===== src/rtl/sprite_drawer_if.sv =====
// Sprite drawer -> VGA adapter pixel write port.
// The drawer is the master; the adapter is the slave.
interface sprite_drawer_if #(
    parameter int COLOUR_W = 3
);
    logic [8:0]          vgaX;
    logic [7:0]          vgaY;
    logic [COLOUR_W-1:0] colour;
    logic                plot;

    modport master (output vgaX, vgaY, colour, plot);
    modport slave  (input  vgaX, vgaY, colour, plot);
endinterface


===== src/rtl/sprite_drawer.sv =====
// Streams a SPRITE_W x SPRITE_H block from the background or character ROM to the VGA port.
// Define SPRITE_TRANSPARENCY_EN to skip KEY_COLOUR pixels when drawing the character.
module sprite_drawer #(
    parameter int SPRITE_W = 8,
    parameter int SPRITE_H = 8,
    parameter int COLOUR_W = 3,
`ifdef SPRITE_TRANSPARENCY_EN
    parameter logic [COLOUR_W-1:0] KEY_COLOUR = '0,
`endif
    localparam int N  = SPRITE_W * SPRITE_H,
    localparam int AW = $clog2(N)
) (
    input  logic                clock,
    input  logic                reset,
    input  logic                drawBG,
    input  logic                drawChar,
    input  logic [8:0]          xCoordinate,
    input  logic [7:0]          yCoordinate,
    output logic [AW-1:0]       charAddr,
    input  logic [COLOUR_W-1:0] charData,
    output logic [16:0]         bgAddr,
    input  logic [COLOUR_W-1:0] bgData,
    sprite_drawer_if.master     vga,
    output logic                doneBG,
    output logic                doneChar
);

    typedef enum logic [2:0] {
        IDLE,
        DRAW,
        FLUSH,
        DONE,
        RELEASE
    } state_t;

    state_t        state;
    state_t        state_n;
    logic          start;
    logic [8:0]    x0;
    logic [7:0]    y0;
    logic          mode_char;
    logic [AW-1:0] cnt;
    logic [8:0]    px_q;
    logic [7:0]    py_q;
    logic          plot_q;

    logic [9:0]    px;
    logic [8:0]    py;
    logic          pvalid;
    logic [16:0]   lin;

    // One bit of headroom so sprites hanging off the right/bottom edge clip cleanly
    always_comb begin
        px     = {1'b0, x0} + 10'(32'(cnt) % SPRITE_W);
        py     = {1'b0, y0} + 9'(32'(cnt) / SPRITE_W);
        pvalid = (px < 10'd320) && (py < 9'd240);
        lin    = 17'(py) * 17'd320 + 17'(px);
    end

    assign bgAddr   = lin;
    assign charAddr = cnt;

    always_comb begin
        state_n = state;
        start   = 1'b0;
        unique case (state)
            IDLE: begin
                if (drawBG || drawChar) begin
                    state_n = DRAW;
                    start   = 1'b1;
                end
            end
            DRAW: begin
                if (cnt == AW'(N - 1)) state_n = FLUSH;
            end
            FLUSH:   state_n = DONE;
            DONE:    state_n = RELEASE;
            RELEASE: begin
                if (!(mode_char ? drawChar : drawBG)) state_n = IDLE;
            end
            default: state_n = IDLE;
        endcase
    end

    always_ff @(posedge clock) begin
        if (reset) state <= IDLE;
        else       state <= state_n;
    end

    always_ff @(posedge clock) begin
        if (reset) begin
            x0        <= '0;
            y0        <= '0;
            mode_char <= 1'b0;
            cnt       <= '0;
            px_q      <= '0;
            py_q      <= '0;
            plot_q    <= 1'b0;
        end else begin
            if (start) begin
                x0        <= xCoordinate;
                y0        <= yCoordinate;
                mode_char <= !drawBG;
                cnt       <= '0;
            end else if (state == DRAW) begin
                cnt <= cnt + 1'b1;
            end
            if (state == DRAW) begin
                px_q <= px[8:0];
                py_q <= py[7:0];
            end
            plot_q <= (state == DRAW) && pvalid;
        end
    end

    assign vga.vgaX   = px_q;
    assign vga.vgaY   = py_q;
    assign vga.colour = mode_char ? charData : bgData;

`ifdef SPRITE_TRANSPARENCY_EN
    assign vga.plot = plot_q && !(mode_char && (charData == KEY_COLOUR));
`else
    assign vga.plot = plot_q;
`endif

    assign doneBG   = (state == DONE) && !mode_char;
    assign doneChar = (state == DONE) && mode_char;

endmodule


===== src/flat_wrapper.sv =====
// flat-port wrapper written by rule: the top's interface ports become plain ports
module sprite_drawer_flat 
#(
    parameter int SPRITE_W = 8,
    parameter int SPRITE_H = 8,
    parameter int COLOUR_W = 3,

    localparam int N  = SPRITE_W * SPRITE_H,
    localparam int AW = $clog2(N)
)
  (clock, reset, drawBG, drawChar, xCoordinate, yCoordinate, charAddr, charData, bgAddr, bgData, doneBG, doneChar, vga_vgaX, vga_vgaY, vga_colour, vga_plot);
  sprite_drawer_if #(.COLOUR_W(COLOUR_W)) vga_i ();
  input  logic clock;
  input  logic reset;
  input  logic drawBG;
  input  logic drawChar;
  input  logic [8:0] xCoordinate;
  input  logic [7:0] yCoordinate;
  output logic [AW-1:0] charAddr;
  input  logic [COLOUR_W-1:0] charData;
  output logic [16:0] bgAddr;
  input  logic [COLOUR_W-1:0] bgData;
  output logic doneBG;
  output logic doneChar;
  output wire logic [$bits(vga_i.vgaX)-1:0] vga_vgaX;
  output wire logic [$bits(vga_i.vgaY)-1:0] vga_vgaY;
  output wire logic [$bits(vga_i.colour)-1:0] vga_colour;
  output wire logic [$bits(vga_i.plot)-1:0] vga_plot;
  assign vga_vgaX = vga_i.vgaX;
  assign vga_vgaY = vga_i.vgaY;
  assign vga_colour = vga_i.colour;
  assign vga_plot = vga_i.plot;
  sprite_drawer #(.SPRITE_W(SPRITE_W), .SPRITE_H(SPRITE_H), .COLOUR_W(COLOUR_W)) u_core (.clock(clock), .reset(reset), .drawBG(drawBG), .drawChar(drawChar), .xCoordinate(xCoordinate), .yCoordinate(yCoordinate), .charAddr(charAddr), .charData(charData), .bgAddr(bgAddr), .bgData(bgData), .vga(vga_i), .doneBG(doneBG), .doneChar(doneChar));
endmodule

===== config.mk =====
export PLATFORM = sky130hd
export DESIGN_NAME = sprite_drawer_flat
export DESIGN_NICKNAME = d
export VERILOG_FILES = /design/src/rtl/sprite_drawer_if.sv /design/src/rtl/sprite_drawer.sv /design/src/flat_wrapper.sv
export SDC_FILE = /design/constraint.sdc
export NUM_CORES = 1
export LEC_CHECK = 0
export CAP_MARGIN = 20
export CORE_ASPECT_RATIO = 1.75
export CORE_MARGIN = 1.5
export CORE_UTILIZATION = 45
export CTS_BUF_LIST = sky130_fd_sc_hd__clkbuf_8 sky130_fd_sc_hd__clkbuf_16
export DETAILED_ROUTE_END_ITERATION = 12
export MAX_ROUTING_LAYER = met4
export PLACE_DENSITY = 0.79
export SKIP_CTS_REPAIR_TIMING = 1
export SYNTH_ARGS = -nofsm -noshare
export SYNTH_HDL_FRONTEND = slang
export SYNTH_SLANG_ARGS = --single-unit

===== constraint.sdc =====
create_clock -name clock -period 8.4 [get_ports clock]
set_input_delay 2.1 -clock clock [delete_from_list [all_inputs] [get_ports clock]]
set_output_delay 2.1 -clock clock [all_outputs]
set_load 0.01 [all_outputs]

==> impl_results.html <==
<table>
<tr><th>Metric</th><th>Value</th></tr>
<tr><th colspan="2">Status</th></tr>
<tr><td>Status</td><td>finished clean</td></tr>
<tr><th colspan="2">STA</th></tr>
<tr><td>Final Max Tran Viols</td><td>0</td></tr>
<tr><td>Crit share post-route</td><td>77.5%</td></tr>
<tr><td>Final setup fails</td><td>0</td></tr>
<tr><td>Tightest Pin Transition</td><td>0.839 ns</td></tr>
<tr><td>Clock skew after layout</td><td>0.0103 ns</td></tr>
<tr><td>Fmax</td><td>154 MHz</td></tr>
<tr><td>Setup WS post-layout</td><td>1.89 ns</td></tr>
<tr><td>Final Hold Viols</td><td>0</td></tr>
<tr><td>Worst max-slew margin expressed relative to the limit</td><td>44.1%</td></tr>
<tr><td>Final period demand of the worst path</td><td>6.51 ns</td></tr>
<tr><td>Final total negative setup slack</td><td>0 ns</td></tr>
<tr><td>Setup repair after global routing missed its margin</td><td>no</td></tr>
<tr><th colspan="2">Placement</th></tr>
<tr><td>Total of buffers placed on input and output ports</td><td>72</td></tr>
<tr><td>Final weighted congestion in routability-driven placement</td><td>0.810</td></tr>
<tr><td>Placed cell count</td><td>470</td></tr>
<tr><td>Worst slack at placement</td><td>2.26 ns</td></tr>
<tr><td>DPL Wire Length</td><td>4.93 mm</td></tr>
<tr><td>Area post-placement</td><td>3610 µm²</td></tr>
<tr><th colspan="2">Setup path</th></tr>
<tr><td>Setup Crit Path Kind</td><td>register to output pin</td></tr>
<tr><td>Critical Path AT</td><td>4.41 ns</td></tr>
<tr><td>R2R cell count</td><td>9</td></tr>
<tr><td>Required @ worst endpoint</td><td>6.30 ns</td></tr>
<tr><td>Max FO, Critical Path</td><td>7</td></tr>
<tr><td>Startpoint type of the worst setup path</td><td>register</td></tr>
<tr><td>Worst r2r dst</td><td>u_core.vga.plot$_SDFF_PP0_</td></tr>
<tr><td>Timing startpoint of the critical path</td><td>u_core.charAddr[3]$_SDFFE_PP0P_</td></tr>
<tr><td>R2R Path Start</td><td>u_core.charAddr[0]$_SDFFE_PP0P_</td></tr>
<tr><td>Setup slack of the worst register-to-register path</td><td>6.17 ns</td></tr>
<tr><td>CP Capture Type</td><td>output pin</td></tr>
<tr><th colspan="2">Global routing</th></tr>
<tr><td>Top Usage Layer GRT</td><td>met2</td></tr>
<tr><td>GR Layer Usage met3</td><td>3.82%</td></tr>
<tr><td>Vias in the first global route</td><td>2401</td></tr>
<tr><td>Antenna violations before repair</td><td>0</td></tr>
<tr><td>Routing usage on met1</td><td>19.7%</td></tr>
<tr><td>Wire length of the first global-routing pass</td><td>10.6 mm</td></tr>
<tr><td>Pin count of the biggest net entering global routing</td><td>46</td></tr>
<tr><td>GRT met2 Usage</td><td>38.3%</td></tr>
<tr><td>Congestion Overflow GR</td><td>0</td></tr>
<tr><td>All-layer global routing usage</td><td>20.0%</td></tr>
<tr><th colspan="2">Min path</th></tr>
<tr><td>Hold Path Class</td><td>register to register</td></tr>
<tr><td>Hold worst-path end</td><td>u_core.x0[0]$_SDFFE_PP0P_</td></tr>
<tr><td>Startpoint of the worst hold path</td><td>u_core.x0[0]$_SDFFE_PP0P_</td></tr>
<tr><td>Worst Hold Path Cells</td><td>2</td></tr>
<tr><th colspan="2">Synthesis</th></tr>
<tr><td>Syn_nets</td><td>391</td></tr>
<tr><td>Number of different library cells in the post-synthesis netlist</td><td>47</td></tr>
<tr><td>Cell type with the highest aggregate area in the netlist</td><td>sky130_fd_sc_hd__dfxtp_1</td></tr>
<tr><td>Portion of synthesized cell area occupied by the leading cell type</td><td>31.1%</td></tr>
<tr><td>Mapped Avg Cell Area</td><td>8.53 µm²</td></tr>
<tr><td>Fraction of synthesis flops using an asynchronous set or reset pin</td><td>0%</td></tr>
<tr><td>Gate count after technology mapping</td><td>339</td></tr>
<tr><td>Portion of the post-synthesis area used by sequential elements</td><td>31.1%</td></tr>
<tr><td>Top area cells in the synthesized netlist</td><td>sky130_fd_sc_hd__dfxtp_1, sky130_fd_sc_hd__ha_1, sky130_fd_sc_hd__xnor2_1</td></tr>
<tr><td>Number of synthesized register bits</td><td>45</td></tr>
<tr><td>Most common flop cell mapped by yosys</td><td>sky130_fd_sc_hd__dfxtp_1</td></tr>
<tr><td>Post-synth EDFFs</td><td>0</td></tr>
<tr><td>Number of warnings printed during yosys synthesis</td><td>0</td></tr>
<tr><td>Synthesized cell area</td><td>2890 µm²</td></tr>
<tr><th colspan="2">Floorplanning</th></tr>
<tr><td>Ports</td><td>73</td></tr>
<tr><td>Initial cell density of the core</td><td>46.4%</td></tr>
<tr><td>Core box area</td><td>6230 µm²</td></tr>
<tr><td>Die outline height</td><td>109 µm</td></tr>
<tr><td>DIE WIDTH</td><td>63.6 µm</td></tr>
<tr><td>Total Die Area</td><td>6940 µm²</td></tr>
<tr><td>Site row count</td><td>38</td></tr>
<tr><th colspan="2">Cells and area</th></tr>
<tr><td>Count of non-filler cells in the finished layout</td><td>478</td></tr>
<tr><td>Diodes inserted</td><td>0</td></tr>
<tr><td>Fillcell total</td><td>585</td></tr>
<tr><td>Final-stage net count</td><td>449</td></tr>
<tr><td>Syn-to-layout area delta</td><td>28.0%</td></tr>
<tr><td>Share of post-route cells with drive strength above 1</td><td>7.54%</td></tr>
<tr><td>Final std cell area, no fill</td><td>3700 µm²</td></tr>
<tr><th colspan="2">Power</th></tr>
<tr><td>Power density of the placed cells</td><td>136 nW/µm²</td></tr>
<tr><td>Overall power of the completed layout</td><td>0.000503 W</td></tr>
<tr><td>Leakage power</td><td>1.53 nW</td></tr>
<tr><td>Peak supply drop</td><td>0.000128 V</td></tr>
<tr><th colspan="2">Route</th></tr>
<tr><td>Detailed-route DRC error count</td><td>0</td></tr>
<tr><td>Via count</td><td>2494</td></tr>
<tr><td>Total wirelength of the detailed-routed design</td><td>6.35 mm</td></tr>
<tr><td>Initial DRC Count</td><td>86</td></tr>
<tr><td>Post-detailed-route wirelength per cell</td><td>13.3 µm</td></tr>
<tr><td>Via density per instance</td><td>5.22</td></tr>
<tr><td>Antenna-violating nets left</td><td>0</td></tr>
<tr><td>First-pass iteration count of the detailed router</td><td>4</td></tr>
<tr><th colspan="2">Clock network</th></tr>
<tr><td>H-Tree Depth</td><td>2</td></tr>
<tr><td>Number of buffers created by CTS</td><td>5</td></tr>
<tr><td>TritonCTS Sinks</td><td>45</td></tr>
<tr><td>Buffer type at the clock tree root</td><td>sky130_fd_sc_hd__clkbuf_8</td></tr>
<tr><td>Buffer depth of the longest clock path</td><td>2</td></tr>
<tr><td>Clock-pin transition on the worst setup and hold timing paths</td><td>0.09 ns</td></tr>
<tr><td>Clock tree from TritonCTS</td><td>done</td></tr>
<tr><td>Clock latency on the worst-skew pair</td><td>0.31 ns</td></tr>
<tr><th colspan="2">Flow run</th></tr>
<tr><td>Number of max-cap violations</td><td>0</td></tr>
</table>
[report_power, final]
group          switching [W]  internal [W]  total [W]  leakage, nW
clock network      0.0000783     0.0000600   0.000138       0.0447
registers          0.0000112      0.000224   0.000236        0.369
logic              0.0000597     0.0000691   0.000129         1.11
[worst max-delay path by stage]
| stage | endpoint | slack, ns | depth (start not counted) |
|---|---|---|---|
| finish | bgAddr[16] | 1.89 | 15 |
| global route | bgAddr[16] | 1.56 | 14 |
| global placement | bgAddr[16] | 2.33 | 15 |
| floorplan | bgAddr[16] | 2.85 | 14 |
| detailed placement | bgAddr[16] | 2.26 | 15 |
| CTS | bgAddr[16] | 1.88 | 15 |
[cells in the final DEF (no fill, tap or decap), types with 2 or more instances in the layout]
cell type,synthesis,routed
sky130_fd_sc_hd__clkbuf_8,0,5
sky130_fd_sc_hd__nor3_1,10,10
sky130_fd_sc_hd__xor2_1,12,12
sky130_fd_sc_hd__fa_1,4,4
sky130_fd_sc_hd__nor3_2,3,3
sky130_fd_sc_hd__o21ai_0,5,5
sky130_fd_sc_hd__nand3b_1,3,3
sky130_fd_sc_hd__a211oi_1,11,11
sky130_fd_sc_hd__a21oi_1,30,30
sky130_fd_sc_hd__a211oi_2,2,2
sky130_fd_sc_hd__a21o_1,8,8
sky130_fd_sc_hd__nor4_1,2,2
sky130_fd_sc_hd__nand2_1,42,42
sky130_fd_sc_hd__nand3_1,7,7
sky130_fd_sc_hd__buf_4,9,2
sky130_fd_sc_hd__dfxtp_1,45,45
sky130_fd_sc_hd__clkdlybuf4s50_1,0,72
sky130_fd_sc_hd__xor2_2,2,2
sky130_fd_sc_hd__ha_1,21,21
sky130_fd_sc_hd__nand4_1,5,5
sky130_fd_sc_hd__nor2b_1,5,5
sky130_fd_sc_hd__nor2_1,27,27
sky130_fd_sc_hd__inv_1,15,15
sky130_fd_sc_hd__mux2i_1,10,10
sky130_fd_sc_hd__xnor2_1,20,20
sky130_fd_sc_hd__mux2_2,4,4
sky130_fd_sc_hd__and3_1,2,2
[cell usage after synthesis (10+ instances only)]
library cell and number:
sky130_fd_sc_hd__a211oi_1 11, sky130_fd_sc_hd__a21oi_1 30, sky130_fd_sc_hd__clkbuf_1 10, sky130_fd_sc_hd__dfxtp_1 45, sky130_fd_sc_hd__ha_1 21, sky130_fd_sc_hd__inv_1 15
sky130_fd_sc_hd__mux2i_1 10, sky130_fd_sc_hd__nand2_1 42, sky130_fd_sc_hd__nor2_1 27, sky130_fd_sc_hd__nor3_1 10, sky130_fd_sc_hd__xnor2_1 20, sky130_fd_sc_hd__xor2_1 12
[metrics by stage]
stage,utilization [%],hold slack [ns]
floorplan,-,0.440
global placement,58.0,0.456
detailed placement,58.0,0.463
CTS,59.5,0.474
global route,59.5,0.499
finish,59.5,0.470
[area by class of cell]
| cell class | count | area [µm²] | area share [%] |
|---|---|---|---|
| clock buffers | 5 | 68.8 | 1.86 |
| clock inverters | 3 | 25.0 | 0.676 |
| inverters | 15 | 56.3 | 1.52 |
| multi-input cells | 256 | 1820 | 49.1 |
| flip-flops and latches | 45 | 901 | 24.3 |
| well taps | 80 | 100 | 2.70 |
| repair buffers | 74 | 736 | 19.9 |
[critical path, stage by stage (launching register included)]
cell and delay [ns]:
sky130_fd_sc_hd__dfxtp_1 0.38, sky130_fd_sc_hd__ha_1 0.27, sky130_fd_sc_hd__fa_1 0.40, sky130_fd_sc_hd__a21o_1 0.22, sky130_fd_sc_hd__nand2_2 0.15, sky130_fd_sc_hd__xnor2_1 0.19
sky130_fd_sc_hd__inv_1 0.08, sky130_fd_sc_hd__ha_1 0.34, sky130_fd_sc_hd__fa_1 0.51, sky130_fd_sc_hd__a211oi_1 0.27, sky130_fd_sc_hd__o21bai_1 0.11, sky130_fd_sc_hd__a21oi_1 0.18
sky130_fd_sc_hd__xor2_1 0.25, sky130_fd_sc_hd__nor3_2 0.08, sky130_fd_sc_hd__xnor2_1 0.13, sky130_fd_sc_hd__clkdlybuf4s50_1 0.54
[sequential cells by signal, indices dropped and copies added (netlist names)]
name              flops
u_core.x0             9
u_core.vga.vgaX       9
u_core.vga.vgaY       8
u_core.charAddr       6
u_core.mode_char      1
u_core.state          3
u_core.y0             8
u_core.vga.plot       1
[routing by layer]
layer	part of all wire, %	wire length, µm	up-vias
met1	40	2510	1169
met3	3.5	221	6
met2	55	3520	52
li1	-	-	1267
met4	1.5	96	0
met5	0	0	-
[cell families after synthesis]
kind of cell | Yosys count | share of synthesized area (%)
other | 1 | 0.130
adders and majority gates | 25 | 11.9
and+or+nand+nor | 114 | 19.1
muxes | 14 | 5.02
DFF | 45 | 31.1
xor gates and xnor gates | 35 | 11.4
AOI/OAI and AO/OA | 67 | 15.1
buffers and inverters | 38 | 6.27
No activity file was read; power rests on OpenSTA's default activity.
